==> src/rtl/tt6581_pkg.sv <==
// Shared definitions for the envelope generator: sizes, phase/FSM encodings
// and the rate-period table (samples per level step).
package tt6581_pkg;

    localparam int NUM_VOICES = 3;
    localparam int ENV_W      = 8;
    localparam int CNT_W      = 13;
    localparam int PERIOD_W   = 11;
    localparam int VOICE_W    = 2;

    typedef enum logic [1:0] {
        ENV_ATTACK,
        ENV_DECAY,
        ENV_RELEASE
    } env_phase_e;

    typedef enum logic [1:0] {
        ENV_IDLE,
        ENV_LOOKUP,
        ENV_UPDATE,
        ENV_DONE
    } env_state_e;

    // Samples per level step at 50 kHz; index 0 is the fastest rate.
    localparam logic [PERIOD_W-1:0] RATE_PERIOD_LUT [16] = '{
        11'd1,   11'd2,   11'd3,   11'd5,
        11'd7,   11'd11,  11'd13,  11'd16,
        11'd20,  11'd49,  11'd98,  11'd157,
        11'd196, 11'd588, 11'd980, 11'd1569
    };

endpackage

==> src/rtl/env_generator_if.sv <==
// Envelope handshake between the master controller and the envelope generator.
interface env_generator_if;
    import tt6581_pkg::*;

    logic             env_start_i;
    logic [1:0]       env_voice_i;
    logic             env_gate_i;
    logic [3:0]       env_attack_i;
    logic [3:0]       env_decay_i;
    logic [3:0]       env_sustain_i;
    logic [3:0]       env_release_i;
    logic             env_ready_o;
    logic [ENV_W-1:0] env_o;
    logic             env_busy_o;

    // Controller side
    modport master (
        output env_start_i, env_voice_i, env_gate_i,
        output env_attack_i, env_decay_i, env_sustain_i, env_release_i,
        input  env_ready_o, env_o, env_busy_o
    );

    // Envelope generator side
    modport slave (
        input  env_start_i, env_voice_i, env_gate_i,
        input  env_attack_i, env_decay_i, env_sustain_i, env_release_i,
        output env_ready_o, env_o, env_busy_o
    );

endinterface

==> src/rtl/env_rate_lut.sv <==
// Combinational rate ROM: 4-bit rate index -> samples per envelope step.
module env_rate_lut
    import tt6581_pkg::*;
(
    input  logic [3:0]          i_idx,
    output logic [PERIOD_W-1:0] o_period
);

    assign o_period = RATE_PERIOD_LUT[i_idx];

endmodule

==> src/rtl/env_generator.sv <==
// Multi-voice ADSR envelope generator. Each start advances one voice by a
// single step and returns its new level with a one-cycle ready pulse,
// exactly three cycles after the start is accepted.
module env_generator
    import tt6581_pkg::*;
(
    input  logic           clk_i,
    input  logic           rst_i,
    env_generator_if.slave env_bus
);

    // FSM
    env_state_e r_state;
    env_state_e w_state_next;
    logic       w_busy;
    logic       w_ready_set;

    // Request latched when a start is accepted
    logic [VOICE_W-1:0] r_voice;
    logic               r_valid;
    logic               r_gate;
    logic [3:0]         r_attack;
    logic [3:0]         r_decay;
    logic [3:0]         r_sustain;
    logic [3:0]         r_release;

    // Per-voice stored state
    logic [ENV_W-1:0] r_level     [NUM_VOICES];
    env_phase_e       r_phase     [NUM_VOICES];
    logic [CNT_W-1:0] r_cnt       [NUM_VOICES];
    logic             r_gate_prev [NUM_VOICES];

    // Working copy captured in LOOKUP, consumed in UPDATE
    logic [ENV_W-1:0] r_level_cur;
    env_phase_e       r_phase_cur;
    logic [CNT_W-1:0] r_cnt_cur;
    logic [CNT_W-1:0] r_period;

    // Outputs
    logic [ENV_W-1:0] r_env;
    logic             r_ready;

    // LOOKUP-stage combinational signals
    logic [VOICE_W-1:0]  w_vidx;
    logic                w_rise;
    logic                w_fall;
    env_phase_e          w_phase_eff;
    logic [CNT_W-1:0]    w_cnt_eff;
    logic [3:0]          w_rate_idx;
    logic [PERIOD_W-1:0] w_lut_period;
    logic [CNT_W-1:0]    w_period_base;
    logic [CNT_W-1:0]    w_period;

    // UPDATE-stage combinational signals
    logic [CNT_W-1:0] w_cnt_inc;
    logic [CNT_W-1:0] w_cnt_new;
    logic [ENV_W-1:0] w_level_new;
    env_phase_e       w_phase_new;

    env_rate_lut u_rate_lut (
        .i_idx    (w_rate_idx),
        .o_period (w_lut_period)
    );

    // State register
    // NOTE: clocked state uses non-blocking assignments so every flop samples
    // pre-edge values regardless of the order the always blocks evaluate in.
    always_ff @(posedge clk_i or posedge rst_i) begin
        if (rst_i) r_state <= ENV_IDLE;
        else       r_state <= w_state_next;
    end

    // Next-state: fixed four-step walk; starts outside IDLE are ignored
    // NOTE: the default assignment at the top keeps this block free of inferred
    // latches even when no case branch assigns the signal.
    always_comb begin
        w_state_next = r_state;
        unique case (r_state)
            ENV_IDLE:   if (env_bus.env_start_i) w_state_next = ENV_LOOKUP;
            ENV_LOOKUP: w_state_next = ENV_UPDATE;
            ENV_UPDATE: w_state_next = ENV_DONE;
            ENV_DONE:   w_state_next = ENV_IDLE;
            default:    w_state_next = ENV_IDLE;
        endcase
    end

    // FSM outputs: busy outside IDLE, ready request while in DONE
    always_comb begin
        w_busy      = (r_state != ENV_IDLE);
        w_ready_set = (r_state == ENV_DONE);
    end

    // Capture the request on an accepted start
    always_ff @(posedge clk_i or posedge rst_i) begin
        if (rst_i) begin
            r_voice   <= '0;
            r_valid   <= 1'b0;
            r_gate    <= 1'b0;
            r_attack  <= '0;
            r_decay   <= '0;
            r_sustain <= '0;
            r_release <= '0;
        end else if (r_state == ENV_IDLE && env_bus.env_start_i) begin
            r_voice   <= env_bus.env_voice_i;
            r_valid   <= {1'b0, env_bus.env_voice_i} < (VOICE_W + 1)'(NUM_VOICES);
            r_gate    <= env_bus.env_gate_i;
            r_attack  <= env_bus.env_attack_i;
            r_decay   <= env_bus.env_decay_i;
            r_sustain <= env_bus.env_sustain_i;
            r_release <= env_bus.env_release_i;
        end
    end

    // Gate-edge handling and period selection for the addressed voice
    always_comb begin
        // Out-of-range voices are clamped to a legal index; their result is discarded
        w_vidx      = r_valid ? r_voice : '0;
        w_rise      = r_gate & ~r_gate_prev[w_vidx];
        w_fall      = ~r_gate & r_gate_prev[w_vidx];
        w_phase_eff = r_phase[w_vidx];
        w_cnt_eff   = r_cnt[w_vidx];
        if (w_rise) begin
            w_phase_eff = ENV_ATTACK;
            w_cnt_eff   = '0;
        end else if (w_fall) begin
            w_phase_eff = ENV_RELEASE;
            w_cnt_eff   = '0;
        end
        unique case (w_phase_eff)
            ENV_ATTACK: w_rate_idx = r_attack;
            ENV_DECAY:  w_rate_idx = r_decay;
            default:    w_rate_idx = r_release;
        endcase
        w_period_base = CNT_W'(w_lut_period);
        // Decay and release run three times slower than attack
        w_period = (w_phase_eff == ENV_ATTACK) ? w_period_base
                                               : (w_period_base << 1) + w_period_base;
    end

    // Working copy of the addressed voice, taken in LOOKUP
    always_ff @(posedge clk_i or posedge rst_i) begin
        if (rst_i) begin
            r_level_cur <= '0;
            r_phase_cur <= ENV_RELEASE;
            r_cnt_cur   <= '0;
            r_period    <= '0;
        end else if (r_state == ENV_LOOKUP) begin
            r_level_cur <= r_level[w_vidx];
            r_phase_cur <= w_phase_eff;
            r_cnt_cur   <= w_cnt_eff;
            r_period    <= w_period;
        end
    end

    // One ADSR step: advance the rate counter, move the level on wrap
    always_comb begin
        w_cnt_inc   = r_cnt_cur + CNT_W'(1);
        w_cnt_new   = w_cnt_inc;
        w_level_new = r_level_cur;
        w_phase_new = r_phase_cur;
        if (w_cnt_inc >= r_period) begin
            w_cnt_new = '0;
            unique case (r_phase_cur)
                ENV_ATTACK: begin
                    if (r_level_cur != '1) w_level_new = r_level_cur + ENV_W'(1);
                    if (w_level_new == '1) w_phase_new = ENV_DECAY;
                end
                ENV_DECAY: begin
                    // Sustain nibble replicated gives S*17, spanning 0..255
                    if (r_level_cur > {r_sustain, r_sustain}) w_level_new = r_level_cur - ENV_W'(1);
                end
                default: begin
                    if (r_level_cur != '0) w_level_new = r_level_cur - ENV_W'(1);
                end
            endcase
        end
    end

    // Write the stepped state back to the addressed voice
    // NOTE: the per-voice arrays are reset explicitly because every voice must
    // start silent in RELEASE; a plain RAM without reset would not guarantee that.
    always_ff @(posedge clk_i or posedge rst_i) begin
        if (rst_i) begin
            for (int i = 0; i < NUM_VOICES; i++) begin
                r_level[i]     <= '0;
                r_phase[i]     <= ENV_RELEASE;
                r_cnt[i]       <= '0;
                r_gate_prev[i] <= 1'b0;
            end
        end else if (r_state == ENV_UPDATE && r_valid) begin
            r_level[w_vidx]     <= w_level_new;
            r_phase[w_vidx]     <= w_phase_new;
            r_cnt[w_vidx]       <= w_cnt_new;
            r_gate_prev[w_vidx] <= r_gate;
        end
    end

    // Output level register and ready pulse
    always_ff @(posedge clk_i or posedge rst_i) begin
        if (rst_i) begin
            r_env   <= '0;
            r_ready <= 1'b0;
        end else begin
            r_ready <= w_ready_set;
            if (r_state == ENV_UPDATE) r_env <= r_valid ? w_level_new : '0;
        end
    end

    assign env_bus.env_ready_o = r_ready;
    assign env_bus.env_o       = r_env;
    assign env_bus.env_busy_o  = w_busy;

endmodule
==> src/flat_wrapper.sv <==
// flat-port wrapper written by rule: the top's interface ports become plain ports
module env_generator_flat import tt6581_pkg::*;
  (clk_i, rst_i, env_bus_env_start_i, env_bus_env_voice_i, env_bus_env_gate_i, env_bus_env_attack_i, env_bus_env_decay_i, env_bus_env_sustain_i, env_bus_env_release_i, env_bus_env_ready_o, env_bus_env_o, env_bus_env_busy_o);
  env_generator_if env_bus_i ();
  input  logic clk_i;
  input  logic rst_i;
  input wire logic [$bits(env_bus_i.env_start_i)-1:0] env_bus_env_start_i;
  input wire logic [$bits(env_bus_i.env_voice_i)-1:0] env_bus_env_voice_i;
  input wire logic [$bits(env_bus_i.env_gate_i)-1:0] env_bus_env_gate_i;
  input wire logic [$bits(env_bus_i.env_attack_i)-1:0] env_bus_env_attack_i;
  input wire logic [$bits(env_bus_i.env_decay_i)-1:0] env_bus_env_decay_i;
  input wire logic [$bits(env_bus_i.env_sustain_i)-1:0] env_bus_env_sustain_i;
  input wire logic [$bits(env_bus_i.env_release_i)-1:0] env_bus_env_release_i;
  output wire logic [$bits(env_bus_i.env_ready_o)-1:0] env_bus_env_ready_o;
  output wire logic [$bits(env_bus_i.env_o)-1:0] env_bus_env_o;
  output wire logic [$bits(env_bus_i.env_busy_o)-1:0] env_bus_env_busy_o;
  assign env_bus_i.env_start_i = env_bus_env_start_i;
  assign env_bus_i.env_voice_i = env_bus_env_voice_i;
  assign env_bus_i.env_gate_i = env_bus_env_gate_i;
  assign env_bus_i.env_attack_i = env_bus_env_attack_i;
  assign env_bus_i.env_decay_i = env_bus_env_decay_i;
  assign env_bus_i.env_sustain_i = env_bus_env_sustain_i;
  assign env_bus_i.env_release_i = env_bus_env_release_i;
  assign env_bus_env_ready_o = env_bus_i.env_ready_o;
  assign env_bus_env_o = env_bus_i.env_o;
  assign env_bus_env_busy_o = env_bus_i.env_busy_o;
  env_generator u_core (.clk_i(clk_i), .rst_i(rst_i), .env_bus(env_bus_i));
endmodule
==> config.mk <==
export PLATFORM = sky130hd
export DESIGN_NAME = env_generator_flat
export DESIGN_NICKNAME = d
export VERILOG_FILES = /design/src/rtl/tt6581_pkg.sv /design/src/rtl/env_generator_if.sv /design/src/rtl/env_rate_lut.sv /design/src/rtl/env_generator.sv /design/src/flat_wrapper.sv
export SDC_FILE = /design/constraint.sdc
export NUM_CORES = 1
export LEC_CHECK = 0
export ABC_AREA = 1
export CAP_MARGIN = 20
export CELL_PAD_IN_SITES_DETAIL_PLACEMENT = 2
export CELL_PAD_IN_SITES_GLOBAL_PLACEMENT = 2
export CORE_AREA = 2 2 148 150
export DETAILED_ROUTE_END_ITERATION = 8
export DIE_AREA = 0 0 150 152
export HOLD_SLACK_MARGIN = 0.03
export PLACE_DENSITY = 0.85
export SYNTH_ARGS = -nofsm -noshare
export SYNTH_HDL_FRONTEND = slang
export SYNTH_SLANG_ARGS = --single-unit
==> constraint.sdc <==
create_clock -name clk_i -period 8.15 [get_ports clk_i]
set_clock_uncertainty 0.05 [all_clocks]
set_input_delay 1.63 -clock clk_i [delete_from_list [all_inputs] [get_ports clk_i]]
set_output_delay 1.63 -clock clk_i [all_outputs]
set_load 0.02 [all_outputs]
; Yosys cells after proc, flatten, opt, wreduce, memory -nomap -nowiden
; Memory sizes are Yosys's and may differ from the RTL's.
; Index checks and enable logic that the tools add are counted.
[totals]
ff_bits = 139
latch_bits = 0
mem_bits_rw = 0
romBits = 176
in_bits = 22
out_inout_bits = 10
word_cells = 106
n_memories = 1
[op_classes]
addsub = 4
n_mul = 0
n_div = 0
n_lt_le_gt_ge = 6
n_eq_ne = 8
shifts = 0
n_mux = 47
bitwise = 6
n_reduce_logical = 8
[mem_list]
columns = memory, depth, word_bits, rd, rd_clocked_by_memory_dff, wr, line_no
row1 = (no name shown), 16, 11, 1, 0, 0, env_rate_lut.sv:9  ; assign o_period = RATE_PERIOD_LUT[i_idx];
[op_table]
columns = cell, n
row1 = two-way mux 13 bit, 7
row2 = two-way mux 8 bit, 10
row3 = bitwise mux 39 bit, 1
row4 = binary-select mux 13 bit (select 2 bit), 1
row5 = demux 13 bit (select 2 bit), 1
row6 = bitwise mux 24 bit, 1
row7 = two-way mux 11 bit, 2
row8 = two-way mux 2 bit, 10
row9 = binary-select mux 8 bit (select 2 bit), 1
row10 = demux 8 bit (select 2 bit), 1
row11 = one-hot mux 8 bit (2 select lines), 1
row12 = adder 12 x 11 -> 13 bit, 1
row13 = "adder 13 x 1 -> 13 bit, second input constant", 1
row14 = >= comparator 13 bit, 1
row15 = "adder 8 x 1 -> 8 bit, second input constant", 1
row16 = "== test 8 bit, second input constant", 1
row17 = greater-than comparator 8 bit, 1
row18 = "inequality test 8 bit, second input constant", 1
row19 = one-hot mux 2 bit (4 select lines), 1
row20 = one-hot mux 4 bit (2 select lines), 1
row21 = nonzero test 8 bit, 1
row22 = "subtractor 8 x 1 -> 8 bit, second input constant", 1
row23 = bitwise mux 6 bit, 1
row24 = "== test 2 x 1 -> 1 bit, second input constant", 3
row25 = other kinds (19), 28

; Logic depth before layout (Yosys ltp)
[logic_depth]
depth_word = 16
depth_mapped = 29
depth_no_buf = 29

; Cells and area by module
; Synthesis repeated with hierarchy kept, for this count alone.
[unflattened]
hier_cells = 1136
area_unflattened_um2 = 8375.5
[modules_own_cells]
columns = mod, instances, cells_each, area_each_um2, seq_area_each_um2
row1 = env_generator, 1, 1082, 8089.0, 3483.3
row2 = env_rate_lut, 1, 54, 286.5, 0.0

; Least setup slack after synthesis
; Ideal clock, no wire load.
[synth_timing]
path_type = reg-to-reg
start = register u_core.r_voice[0]
end = register u_core.r_period[9]
setup_ns = 0.124
arrival_time_ns = 3.563
required_ns = 7.976
slack_ns = 4.413
path_stages_with_launch = 27
path_buffers = 0
synth_period_minus_slack_ns = 3.737
path_cell_list = dfrtp_1 nand2_2 nand2_1 nand2_1 nand2_2 a21oi_2 nor2_8 nand3_1 nand3_1 ha_1 nand4_1 nand2_1 nand2_1 nand2_1 inv_2 ha_1 inv_1 fa_1 inv_1 nand2_1 o21ai_0 nand2_1 o2111ai_1 nand2_1 nand2_1 o21ai_1 o21bai_1
[synth_via]
elab_chain_len = 16
elab_cells_between_ends = 22
classes_between = 1 x add/sub / 1 x eq/ne / 13 x mux / 5 x bitwise / 1 x reduce/logical / 1 x memory
[synth_lines]
columns = item, line_no
row1 = "start, declared", env_generator.sv:19  ; logic [VOICE_W-1:0] r_voice;
row2 = "start signal, assigned", env_generator.sv:104  ; r_voice <= env_bus.env_voice_i;
row3 = two-way mux 2 bit (*), env_generator.sv:117  ; w_vidx = r_valid ? r_voice : '0;
row4 = inverter 2 -> 3 bit (not written as such) (*), "env_generator.sv:118, env_generator.sv:119, env_generator.sv:120"
row5 = binary-select mux 1 bit (select 2 bit), "env_generator.sv:118, env_generator.sv:119"
row6 = two-way mux 1 bit (not written as such) (2 in series), "env_generator.sv:118, env_generator.sv:119"
row7 = AND 1 bit or inverter 1 bit (tied branches), "env_generator.sv:119, env_generator.sv:118"
row8 = two-way mux 2 bit or AND 1 bit (tied branches), "env_generator.sv:125, env_generator.sv:118"
row9 = two-way mux 2 bit (*), env_generator.sv:122  ; if (w_rise) begin
row10 = == test 2 x 1 -> 1 bit or zero test 2 bit (tied branches), "env_generator.sv:129, env_generator.sv:136"
row11 = one-hot mux 4 bit (2 select lines), env_generator.sv:129  ; unique case (w_phase_eff)
row12 = inverter 4 -> 5 bit (not written as such), env_rate_lut.sv:9
row13 = memory (16 x 11 bit), n/a
row14 = two-way mux 11 bit (not written as such) (2 in series), env_rate_lut.sv:9
row15 = adder 12 x 11 -> 13 bit, env_generator.sv:137  ; : (w_period_base << 1) + w_period_base;
row16 = two-way mux 13 bit (*), env_generator.sv:136  ; w_period = (w_phase_eff == ENV_ATTACK) ? w_period_base
row17 = "end signal, assigned", env_generator.sv:151  ; r_period <= w_period;
row18 = "end, declared", env_generator.sv:37  ; logic [CNT_W-1:0] r_period;
; Mark *: on every way between the ends. The rest lies on a longest branch, timed or not. The select of a mux whose other input is x is not followed.
; A chain may end at the register's enable or synchronous reset.

; Worst setup path in the final report
; Same ends and word-level chain as after synthesis.

==> impl_metrics.env <==
export IMPL_worst_ep_arrival_time_ps=5250
export IMPL_worst_setup_path_type="flip-flop to flip-flop"
export IMPL_yosysWarnings=0
export IMPL_cts_buffers=17
export IMPL_routabilityCongestion=0.835
export IMPL_antenna_cells=0
export IMPL_synthTopCellsByArea="dfrtp_1 41%, nand2_1 17%, ha_1 7.2%"
export IMPL_fin_util_pct=44.6
export IMPL_htreeDepth=4
export IMPL_cts_setup_buffers=0
export IMPL_yosysSeqAreaShare_pct=41.9
export IMPL_final_hold_viol_count=0
export IMPL_met2_usage_pct=50.9
export IMPL_synthArstFlopShare_pct=100
export IMPL_clock_sinks=139
export IMPL_fin_cells=1404
export IMPL_synth_top_flop_cell="dfrtp_1"
export IMPL_cp_startpoint="u_core.r_voice[0]$_DFFE_PP0P_"
export IMPL_fin_setup_tns_ps=0
export IMPL_wl_per_cell_um=22.2
export IMPL_core_um2=21400
export IMPL_synthCells=1087
export IMPL_drive_gt1_share_pct=7.21
export IMPL_vias_per_cell=5.63
export IMPL_required_ps=8420
export IMPL_critPathLaunchType="flip-flop"
export IMPL_syn2layout_area_growth_pct=14.5
export IMPL_grt_start_max_net_pins=74
export IMPL_setup_violations_final=0
export IMPL_cp_common_cell="nand2_1"
export IMPL_endpoint="u_core.r_period[9]$_DFFE_PP0N_"
export IMPL_power_mw=4.49
export IMPL_ctsRootBufferMaster="clkbuf_16"
export IMPL_peakVddDrop_mv=0.214
export IMPL_grtUsageMet3_pct=4.44
export IMPL_grt_usage_pct=28.4
export IMPL_vias=7898
export IMPL_r2r_start="u_core.r_voice[0]$_DFFE_PP0P_"
export IMPL_slew_headroom_pct=32.4
export IMPL_status="finished clean"
export IMPL_synth_top_area_share_pct=40.6
export IMPL_die_h_um=152
export IMPL_place_hpwl_mm=19.9
export IMPL_cts_buffer_depth=2
export IMPL_hold_buffers=0
export IMPL_reg2reg_to="u_core.r_period[9]$_DFFE_PP0N_"
export IMPL_synth_cell_area_um2=8320
export IMPL_slew_viol_final=0
export IMPL_syn_nets=1158
export IMPL_maxCapViolations=0
export IMPL_cts_tree="built"
export IMPL_pre_cts_ws_ps=3370
export IMPL_post_dp_cell_area_um2=8900
export IMPL_design_area_um2=9530
export IMPL_dp_cells=1372
export IMPL_clk_pin_slew_ps=70
export IMPL_port_buffers=31
export IMPL_drt_wl_total_mm=31.1
export IMPL_cp_max_fo=23
export IMPL_drcViolationCount=0
export IMPL_hold_ws_ps=434
export IMPL_synth_area_leader_cell="dfrtp_1"
export IMPL_antenna_found_initial=0
export IMPL_fp_dieW_um=150
export IMPL_timing_fmax_mhz=201
export IMPL_leakage_nw=4.77
export IMPL_cts_resized_gates=0
export IMPL_end_kind="flip-flop"
export IMPL_ys_ff_latch=139
export IMPL_cp_slowest_cell="nor2_4"
export IMPL_clkLatencyLatePin_ps=440
export IMPL_initial_core_util_pct=39.0
export IMPL_dr_pass1_iters=5
export IMPL_rsz0062_at_grt="no"
export IMPL_synth_edff_count=0
export IMPL_min_path_type="flip-flop to flip-flop"
export IMPL_busiest_layer="met2"
export IMPL_rows=54
export IMPL_io_pins=32
export IMPL_layout_min_cycle_time_ps=4980
export IMPL_layout_nets=1182
export IMPL_grt_pass1_wl_mm=50.3
export IMPL_use_met1_pct=33.9
export IMPL_power_density_nw_per_um2=472
export IMPL_ant_nets=0
export IMPL_synth_cell_types=45
export IMPL_die_area_um2=22800
export IMPL_final_setup_worst_slack_ps=3170
export IMPL_worst_pin_slew_ps=1010
export IMPL_syn_area_per_cell_um2=7.65
export IMPL_grt_overflow=0
export IMPL_fill_cells=2419
export IMPL_r2r_slack_ps=3170
export IMPL_finalCritPeriodShare_pct=61.1
export IMPL_drt_initial_drc_count=348
export IMPL_r2r_cells=25
export IMPL_grt_pass1_vias=9014
export IMPL_slowest_delay_ps=600
## final cells by class
type,count,area [µm²],share of cell area [%]
Multi-Input combinational cell,784,4220,44.3
Sequential cell,139,3480,36.6
Inverter,132,500,5.25
Clock buffer,18,439,4.61
Timing Repair Buffer,37,355,3.73
Tap cell,280,350,3.68
Clock inverter,14,181,1.90
## worst max-delay path, delay by kind of cell, from the launching register on
kind            cells  cell delay (ps)
compound gates      5              740
fa+ha+maj           3             1010
buf+inv             4              470
flops               1              550
simple gates       13             2040
## cells in the mapped netlist, drive strengths merged (18+ instances only)
cell type,number
o22ai,20
dfrtp,135
o21ai,66
clkbuf,29
ha,48
nand2,389
xor2,19
inv,127
nand3,64
nor2,65
a21oi,36
nand4,18
## power breakdown
| group | switching [mW] | internal [mW] |
|---|---|---|
| clock network | 0.348 | 0.496 |
| registers | 0.191 | 0.898 |
| logic | 1.77 | 0.786 |
| total | 2.31 | 2.18 |
## state kept, by name, indices dropped and copies added (netlist names)
register and cells:
u_core.env_bus.env_o 8, u_core.env_bus.env_ready_o 1, u_core.r_attack 4, u_core.r_cnt 39, u_core.r_cnt_cur 13, u_core.r_decay 4, u_core.r_gate 1, u_core.r_gate_prev 3
u_core.r_level 24, u_core.r_level_cur 8, u_core.r_period 13, u_core.r_phase 6, u_core.r_phase_cur 2, u_core.r_release 4, u_core.r_state 2, u_core.r_sustain 4
u_core.r_valid 1, u_core.r_voice 2
## cells by family (layout without fill, tap and decap cells)
group                      count (synthesis)  in the layout  share of synthesized area (%)
adders and majority gates                 49             49                           7.46
xor gates and xnor gates                  21             21                           2.21
buffers and inverters                    164            201                           7.49
DFF                                      139            139                           41.9
and+or+nand+nor                          553            553                           29.4
AOI/OAI and AO/OA                        161            161                           11.6
## layer usage
layer	routed length [µm]	part of all wire, %	up-vias
met5	0	0	-
met4	1000	3.2	0
met3	832	2.7	76
met2	16200	52	156
met1	13100	42	4092
li1	-	-	3574
## worst min-delay path by stage
stage,from,endpoint,slack [ps],depth (start not counted)
floorplan,u_core.r_level[9]$_DFFE_PP0P_,u_core.r_level[9]$_DFFE_PP0P_,400,2
global placement,u_core.r_cnt[13]$_DFFE_PP0P_,u_core.r_cnt[13]$_DFFE_PP0P_,410,2
detailed placement,u_core.r_cnt[24]$_DFFE_PP0P_,u_core.r_cnt[24]$_DFFE_PP0P_,420,2
CTS,u_core.r_cnt[20]$_DFFE_PP0P_,u_core.r_cnt[20]$_DFFE_PP0P_,440,2
global route,u_core.r_cnt[20]$_DFFE_PP0P_,u_core.r_cnt[20]$_DFFE_PP0P_,470,2
finish,u_core.env_bus.env_o[7]$_DFFE_PP0P_,u_core.env_bus.env_o[7]$_DFFE_PP0P_,430,2
## cell usage in the layout (no fill, tap or decap), drive strengths merged
cell type | Yosys | final
bufinv | 0 | 3
o21bai | 2 | 2
a211oi | 1 | 1
nand3b | 6 | 6
dfrtp | 135 | 135
a221oi | 17 | 17
xnor2 | 2 | 2
and2 | 2 | 2
nand2 | 389 | 389
o21a | 1 | 1
o221ai | 1 | 1
o2111ai | 2 | 2
nor3 | 8 | 8
inv | 127 | 132
xor2 | 19 | 19
nand4 | 18 | 18
a21oi | 36 | 36
buf | 3 | 6
a31oi | 1 | 1
o21ai | 66 | 66
clkdlybuf4s50 | 0 | 31
ha | 48 | 48
dfstp | 4 | 4
fa | 1 | 1
o31ai | 1 | 1
o22ai | 20 | 20
or2 | 1 | 1
o211ai | 5 | 5
nand3 | 64 | 64
clkinvlp | 0 | 3
clkbuf | 29 | 18
clkinv | 5 | 8
a22oi | 8 | 8
nor2 | 65 | 65
Power figures use the tool's default switching activity.
